`config.mk`:
```
export PLATFORM = sky130hd
export DESIGN_NAME = joybus_poll_sched_flat
export DESIGN_NICKNAME = d
export VERILOG_FILES = /design/src/rtl/joybus_poll_sched_if.sv /design/src/rtl/joybus_poll_sched.sv /design/src/flat_wrapper.sv
export SDC_FILE = /design/constraint.sdc
export NUM_CORES = 1
export LEC_CHECK = 0
export BUFFER_PORTS_ARGS = -buffer_cell sky130_fd_sc_hd__buf_4
export CORE_MARGIN = 5
export CORE_UTILIZATION = 55
export CTS_CLUSTER_SIZE = 24
export DETAILED_ROUTE_END_ITERATION = 7
export GPL_ROUTABILITY_DRIVEN = 0
export PLACE_DENSITY_LB_ADDON = 0.08
export SYNTH_ARGS = -nofsm -noshare
export SYNTH_HDL_FRONTEND = slang
export SYNTH_SLANG_ARGS = --single-unit
```
`constraint.sdc`:
```
create_clock -name clk -period 4 [get_ports clk]
set_input_delay 0.8 -clock clk [delete_from_list [all_inputs] [get_ports clk]]
set_output_delay 0.8 -clock clk [all_outputs]
set_load 0.05 [all_outputs]
```
`src/rtl/joybus_poll_sched_if.sv`:
```
// JOYBUS transceiver handshake bundle between the poll scheduler (master)
// and the TX/RX pair (slave). The scheduler owns tx_start, tx_cmd and rx_start.
interface joybus_poll_sched_if;
    logic        tx_start;
    logic [7:0]  tx_cmd;
    logic        tx_done;
    logic        rx_start;
    logic        rx_done;
    logic [7:0]  rx_status;
    logic [31:0] rx_data;

    modport master (
        output tx_start, tx_cmd, rx_start,
        input  tx_done, rx_done, rx_status, rx_data
    );

    modport slave (
        input  tx_start, tx_cmd, rx_start,
        output tx_done, rx_done, rx_status, rx_data
    );
endinterface

```
`src/rtl/joybus_poll_sched.sv`:
```
// JOYBUS poll scheduler: issues one poll transaction per POLL_PERIOD cycles
// (or on poll_now), hands the line from TX to RX, waits for rx_done or a
// timeout, latches the 40-bit response and reports ok/timeout to the host.
// Optional build macro: POLL_RETRY_EN -- the first timeout of a transaction
// silently restarts it; only a second consecutive timeout is reported.
// Pulse timing: tx_start/rx_start/busy decode the state directly, so
// rx_start lands in the tx_done cycle. poll_ok and poll_timeout are
// registered: they appear one cycle after rx_done, or one cycle after the
// RX_TIMEOUT-th RX_WAIT cycle (count == RX_TIMEOUT-1).
module joybus_poll_sched #(
    parameter int         POLL_PERIOD = 416667,
    parameter int         RX_TIMEOUT  = 5000,
    parameter logic [7:0] POLL_CMD    = 8'h01
) (
    input  logic                clk,
    input  logic                rst_n,
    joybus_poll_sched_if.master bus,
    input  logic                enable,
    input  logic                poll_now,
    output logic [7:0]          cntlr_status,
    output logic [31:0]         cntlr_data,
    output logic                poll_ok,
    output logic                poll_timeout,
    output logic [7:0]          err_cnt,
    output logic                busy
);

    localparam int PW = (POLL_PERIOD > 1) ? $clog2(POLL_PERIOD) : 1;
    localparam int TW = (RX_TIMEOUT > 0) ? $clog2(RX_TIMEOUT + 1) : 1;
    localparam logic [PW-1:0] PERIOD_LAST  = PW'(POLL_PERIOD - 1);
    localparam logic [TW-1:0] TIMEOUT_LAST = TW'(RX_TIMEOUT - 1);

    localparam logic [2:0] IDLE    = 3'd0;
    localparam logic [2:0] START   = 3'd1;
    localparam logic [2:0] TX_WAIT = 3'd2;
    localparam logic [2:0] RX_WAIT = 3'd3;
    localparam logic [2:0] HOLD    = 3'd4;

    logic [2:0]    state_reg;
    logic [2:0]    state_next;
    logic [PW-1:0] period_cnt_reg;
    logic [TW-1:0] timeout_cnt_reg;
    logic          rx_ok;
    logic          timeout_hit;
    logic          timeout_report;

`ifdef POLL_RETRY_EN
    logic retry_reg;
    logic retry_now;
    assign retry_now      = timeout_hit & ~retry_reg;
    assign timeout_report = timeout_hit &  retry_reg;
`else
    assign timeout_report = timeout_hit;
`endif

    assign bus.tx_start = (state_reg == START);
    assign bus.tx_cmd   = POLL_CMD;
    assign bus.rx_start = (state_reg == TX_WAIT) && bus.tx_done;
    assign busy         = (state_reg == TX_WAIT) || (state_reg == RX_WAIT);

    // Next-state decode; rx_done is checked before the timeout so it wins a tie
    always_comb begin
        state_next  = state_reg;
        rx_ok       = 1'b0;
        timeout_hit = 1'b0;
        case (state_reg)
            IDLE: begin
                if (enable || poll_now)
                    state_next = START;
            end
            START: begin
                state_next = TX_WAIT;
            end
            TX_WAIT: begin
                if (bus.tx_done)
                    state_next = RX_WAIT;
            end
            RX_WAIT: begin
                if (bus.rx_done) begin
                    rx_ok      = 1'b1;
                    state_next = HOLD;
                end else if (timeout_cnt_reg == TIMEOUT_LAST) begin
                    timeout_hit = 1'b1;
`ifdef POLL_RETRY_EN
                    state_next  = retry_reg ? HOLD : START;
`else
                    state_next  = HOLD;
`endif
                end
            end
            HOLD: begin
                // poll_now re-bases the period; a saturated counter means
                // the transaction overran, so the next poll starts at once
                if (poll_now)
                    state_next = START;
                else if (!enable)
                    state_next = IDLE;
                else if (period_cnt_reg == PERIOD_LAST)
                    state_next = START;
            end
            default: begin
                state_next = IDLE;
            end
        endcase
    end

    // State register
    always_ff @(posedge clk or negedge rst_n) begin
        if (!rst_n)
            state_reg <= IDLE;
        else
            state_reg <= state_next;
    end

    // Period counter: zero in the START cycle, saturates at POLL_PERIOD-1
    always_ff @(posedge clk or negedge rst_n) begin
        if (!rst_n)
            period_cnt_reg <= '0;
        else if (state_next == START)
            period_cnt_reg <= '0;
        else if (period_cnt_reg != PERIOD_LAST)
            period_cnt_reg <= period_cnt_reg + 1'b1;
    end

    // Timeout counter: cleared with rx_start, counts RX_WAIT cycles
    always_ff @(posedge clk or negedge rst_n) begin
        if (!rst_n)
            timeout_cnt_reg <= '0;
        else if ((state_reg == TX_WAIT) && bus.tx_done)
            timeout_cnt_reg <= '0;
        else if ((state_reg == RX_WAIT) && (timeout_cnt_reg != TIMEOUT_LAST))
            timeout_cnt_reg <= timeout_cnt_reg + 1'b1;
    end

    // Host-side results: latch whole response at once, saturating error count
    always_ff @(posedge clk or negedge rst_n) begin
        if (!rst_n) begin
            poll_ok      <= 1'b0;
            poll_timeout <= 1'b0;
            cntlr_status <= 8'h00;
            cntlr_data   <= 32'h0;
            err_cnt      <= 8'h00;
        end else begin
            poll_ok      <= rx_ok;
            poll_timeout <= timeout_report;
            if (rx_ok) begin
                cntlr_status <= bus.rx_status;
                cntlr_data   <= bus.rx_data;
                err_cnt      <= 8'h00;
            end else if (timeout_report && (err_cnt != 8'hFF)) begin
                err_cnt <= err_cnt + 8'd1;
            end
        end
    end

`ifdef POLL_RETRY_EN
    // Retry flag: set by the silent first timeout, cleared by success or a fresh poll
    always_ff @(posedge clk or negedge rst_n) begin
        if (!rst_n)
            retry_reg <= 1'b0;
        else if (rx_ok)
            retry_reg <= 1'b0;
        else if (retry_now)
            retry_reg <= 1'b1;
        else if (((state_reg == IDLE) || (state_reg == HOLD)) && (state_next == START))
            retry_reg <= 1'b0;
    end
`endif

endmodule
```
`src/flat_wrapper.sv`:
```
// flat-port wrapper written by rule: the top's interface ports become plain ports
module joybus_poll_sched_flat 
#(
    parameter int         POLL_PERIOD = 416667,
    parameter int         RX_TIMEOUT  = 5000,
    parameter logic [7:0] POLL_CMD    = 8'h01
)
  (clk, rst_n, enable, poll_now, cntlr_status, cntlr_data, poll_ok, poll_timeout, err_cnt, busy, bus_tx_start, bus_tx_cmd, bus_rx_start, bus_tx_done, bus_rx_done, bus_rx_status, bus_rx_data);
  joybus_poll_sched_if bus_i ();
  input  logic clk;
  input  logic rst_n;
  input  logic enable;
  input  logic poll_now;
  output logic [7:0] cntlr_status;
  output logic [31:0] cntlr_data;
  output logic poll_ok;
  output logic poll_timeout;
  output logic [7:0] err_cnt;
  output logic busy;
  output wire logic [$bits(bus_i.tx_start)-1:0] bus_tx_start;
  output wire logic [$bits(bus_i.tx_cmd)-1:0] bus_tx_cmd;
  output wire logic [$bits(bus_i.rx_start)-1:0] bus_rx_start;
  input wire logic [$bits(bus_i.tx_done)-1:0] bus_tx_done;
  input wire logic [$bits(bus_i.rx_done)-1:0] bus_rx_done;
  input wire logic [$bits(bus_i.rx_status)-1:0] bus_rx_status;
  input wire logic [$bits(bus_i.rx_data)-1:0] bus_rx_data;
  assign bus_tx_start = bus_i.tx_start;
  assign bus_tx_cmd = bus_i.tx_cmd;
  assign bus_rx_start = bus_i.rx_start;
  assign bus_i.tx_done = bus_tx_done;
  assign bus_i.rx_done = bus_rx_done;
  assign bus_i.rx_status = bus_rx_status;
  assign bus_i.rx_data = bus_rx_data;
  joybus_poll_sched #(.POLL_PERIOD(POLL_PERIOD), .RX_TIMEOUT(RX_TIMEOUT), .POLL_CMD(POLL_CMD)) u_core (.clk(clk), .rst_n(rst_n), .bus(bus_i), .enable(enable), .poll_now(poll_now), .cntlr_status(cntlr_status), .cntlr_data(cntlr_data), .poll_ok(poll_ok), .poll_timeout(poll_timeout), .err_cnt(err_cnt), .busy(busy));
endmodule
```
==> impl_metrics.json <==
{
  "outcome": "finished, final reports clean",
  "fin_util": 0.694,
  "die-area_um2": 9040,
  "path_length_in_cells_of_the_critical_path": 3,
  "setup_viol": 0,
  "detail_route.wl_per_cell_um": 14.1,
  "synth_xor_xnor_area_share": 0.0440,
  "detailedRoute.firstPassIterationCount": 4,
  "route.detailed.drc": 0,
  "critical-path-slowest-cell": "sky130_fd_sc_hd__and3b_1",
  "die_width_um": 95.1,
  "cts_tree": "done",
  "num-fill-cells": 605,
  "syn_area_per_cell_um2": 9.18,
  "power.density_cell_area_nw_per_um2": 715,
  "final_antenna_net_count": 0,
  "placeableCoreArea_um2": 7140,
  "postSynth.asyncResetShare": 1.00,
  "path_cells": "nor2b_1 > and3b_1 > buf_4",
  "hold-worst-slack_ns": 0.477,
  "vias_per_cell": 5.22,
  "critPathMaxFanout": 14,
  "achievable-frequency_ghz": 0.380,
  "area_growth_syn_to_layout_pct": 24.3,
  "routed-via-count": 3283,
  "std_cell_rows": 31,
  "cts_hold_buf": 0,
  "main_combinational_cell_family_by_area_after_synthesis": "simple AND/OR/NAND/NOR gates",
  "timing.final.hold_violations": 0,
  "ys.flop_type": "sky130_fd_sc_hd__dfrtp_1",
  "worst_hold_path.num_cells": 2,
  "antennaDiodeCount": 0,
  "critical_path_required_ns": 3.20,
  "initial_antenna_violation_count": 0,
  "dpl_cell_area_um2": 4750,
  "finalCriticalPeriod_ns": 2.63,
  "grt_pass1_vias": 3115,
  "drv_cap": 0,
  "synth.yosys.seq_area_share": 0.534,
  "clk-insertion-delay-late_ns": 0.35,
  "synthesis.instances": 434,
  "largest_register_ffs": 32,
  "critical_path.max_stage_delay_ns": 0.50,
  "worst_ir_drop_vdd_mv": 0.451,
  "detailedPlacementHpwl_mm": 6.23,
  "finalClockSkew_ns": 0.0112,
  "yosys.area_share.simple": 0.297,
  "portBuffers": 98,
  "layout_worst_path_cycle_share": 0.659,
  "die_h_um": 95.1,
  "slew-limit-headroom": 0.301,
  "grt_setup_unrepaired": "no",
  "cts_resizes": 0,
  "setup.worst_path.class": "flop to output pin",
  "cp_top_family": "simple AND/OR/NAND/NOR gates",
  "timing.final.max_slew_violations": 0,
  "synth-adder-area-share": 0.0126,
  "synthesized_area_fraction_occupied_by_ao_oa_aoi_and_oai_cells": 0.0481,
  "clock_sink_count": 85,
  "maximum_number_of_pins_on_one_net_before_global_route_repair": 86,
  "worstMarginPinSlew_ns": 1.05,
  "synth.cell_area_um2": 3980,
  "fin_nets": 578,
  "worst-r2r-cell-count": 4,
  "cp_data_arrival_time_ns": 1.83,
  "path_category_of_the_worst_min_delay_check": "flop to flop",
  "muxShareOfSynthArea": 0.0232,
  "grt_overflow": 0,
  "cp_num_buf_inv": 1,
  "drt-initial-drc-count": 134,
  "wl_mm": 8.89,
  "cts_setup_buffers": 0,
  "cts_buffer_depth": 2,
  "layout_cell_share_with_drive_strength_beyond_1": 0.223,
  "power.static_leakage_uw": 0.00241,
  "finalInstanceArea_um2": 4950,
  "crit_path_end_kind": "output pin",
  "startpoint_type": "flop",
  "initial_core_util": 0.558,
  "tritoncts.num_buffers": 9,
  "netlist-cell-type-count": 48,
  "first_pass_grt_wire_length_mm": 14.5,
  "cts.root.buffer_cell": "sky130_fd_sc_hd__clkbuf_8",
  "yosysWarnings": 0,
  "ctsHtreeMaxLevel": 3,
  "finalSetupTns_ns": 0,
  "synth_enable_flop_cells": 0,
  "clkSlewWorstSetupHoldPaths_ns": 0.08,
  "globalRouteTotalUtil": 0.204,
  "ys_ff_latch": 85,
  "design.portCount": 107
}
where the power goes:
group | internal [uW] | switching (uW) | total (uW)
registers | 1100 | 172 | 1270
clock network | 359 | 282 | 641
logic | 472 | 1160 | 1630
final timing paths:
| path | endpoint | startpoint | slack [ns] |
|---|---|---|---|
| max | bus_rx_start | u_core.state_reg[1] | 1.37 |
| min | u_core.cntlr_data[10] | u_core.cntlr_data[10] | 0.48 |
| max reg2reg | u_core.period_cnt_reg[16] | u_core.period_cnt_reg[2] | 1.38 |
| min reg2reg | u_core.cntlr_data[10] | u_core.cntlr_data[10] | 0.48 |
| max in group asynchronous | u_core.timeout_cnt_reg[0] | rst_n | 2.68 |
| min in group asynchronous | u_core.cntlr_status[2] | rst_n | 0.63 |
per-layer routing:
metal	routed length, um	track usage	vias up
met1	4070	0.280	1542
met4	144	0.0877	0
met3	515	0.0339	10
met2	4160	0.321	88
met5	0	0	-
li1	-	-	1643
cell type report:
| cell class | instances | area (um^2) | share of cell area |
|---|---|---|---|
| clock buffer | 11 | 141 | 0.0285 |
| clock inverter | 2 | 60.1 | 0.0121 |
| inverter | 9 | 33.8 | 0.00682 |
| multi-input combinational | 324 | 1720 | 0.348 |
| sequential | 85 | 2130 | 0.430 |
| tap | 99 | 124 | 0.0250 |
| timing repair buffer | 99 | 743 | 0.150 |
stage by stage:
step / total power [uW] / cells / setup WS (ns)
global placement: 2890 / 616 / 1.50
CTS: 3570 / 629 / 1.36
global route: 3740 / 629 / 1.20
detailed placement: 2930 / 616 / 1.38
floorplan: 2420 / 440 / 0.929
finish: 3540 / 629 / 1.37
synthesized netlist by cell type (5+ instances only):
cell type,n,area share
sky130_fd_sc_hd__nor4_1,11,0.017
sky130_fd_sc_hd__nor3_1,12,0.015
sky130_fd_sc_hd__mux2i_1,7,0.018
sky130_fd_sc_hd__nand4_1,9,0.014
sky130_fd_sc_hd__or4_1,8,0.015
sky130_fd_sc_hd__inv_1,8,0.0075
sky130_fd_sc_hd__nor2_1,29,0.027
sky130_fd_sc_hd__o31ai_1,6,0.011
sky130_fd_sc_hd__nand2_1,143,0.13
sky130_fd_sc_hd__clkbuf_1,7,0.0066
sky130_fd_sc_hd__buf_1,5,0.0047
sky130_fd_sc_hd__nand2b_1,5,0.0079
sky130_fd_sc_hd__buf_4,8,0.015
sky130_fd_sc_hd__nand3_1,14,0.018
sky130_fd_sc_hd__xnor2_1,17,0.037
sky130_fd_sc_hd__dfrtp_1,85,0.53
sky130_fd_sc_hd__a21oi_1,8,0.010
kinds of logic (layout without fill, tap and decap cells):
logic type | count (synthesis) | after routing
and+or+nand+nor | 254 | 254
DFF | 85 | 85
buffers and inverters | 31 | 121
AOI/OAI and AO/OA | 29 | 29
xor gates and xnor gates | 20 | 20
muxes | 9 | 9
adders and majority gates | 4 | 4
other | 2 | 8
layout by cell type (no fill, tap or decap), drive strengths merged, types with 3 or more instances in the layout:
| master | instances |
|---|---|
| a21oi | 8 |
| buf | 99 |
| clkbuf | 11 |
| conb | 8 |
| dfrtp | 85 |
| ha | 4 |
| inv | 9 |
| mux2i | 7 |
| nand2 | 143 |
| nand2b | 5 |
| nand3 | 14 |
| nand3b | 4 |
| nand4 | 9 |
| nor2 | 29 |
| nor3 | 12 |
| nor4 | 11 |
| nor4b | 3 |
| o21ai | 6 |
| o31ai | 7 |
| or4 | 9 |
| or4b | 3 |
| xnor2 | 17 |
| xor2 | 3 |
worst reg2reg max path, stage by stage, from the launching register on:
cell	delay, ns
sky130_fd_sc_hd__dfrtp_1	0.44
sky130_fd_sc_hd__or4b_1	0.53
sky130_fd_sc_hd__or4_1	0.55
sky130_fd_sc_hd__o31ai_2	0.79
sky130_fd_sc_hd__nor2_1	0.14
(Power assumes the default switching activity.)
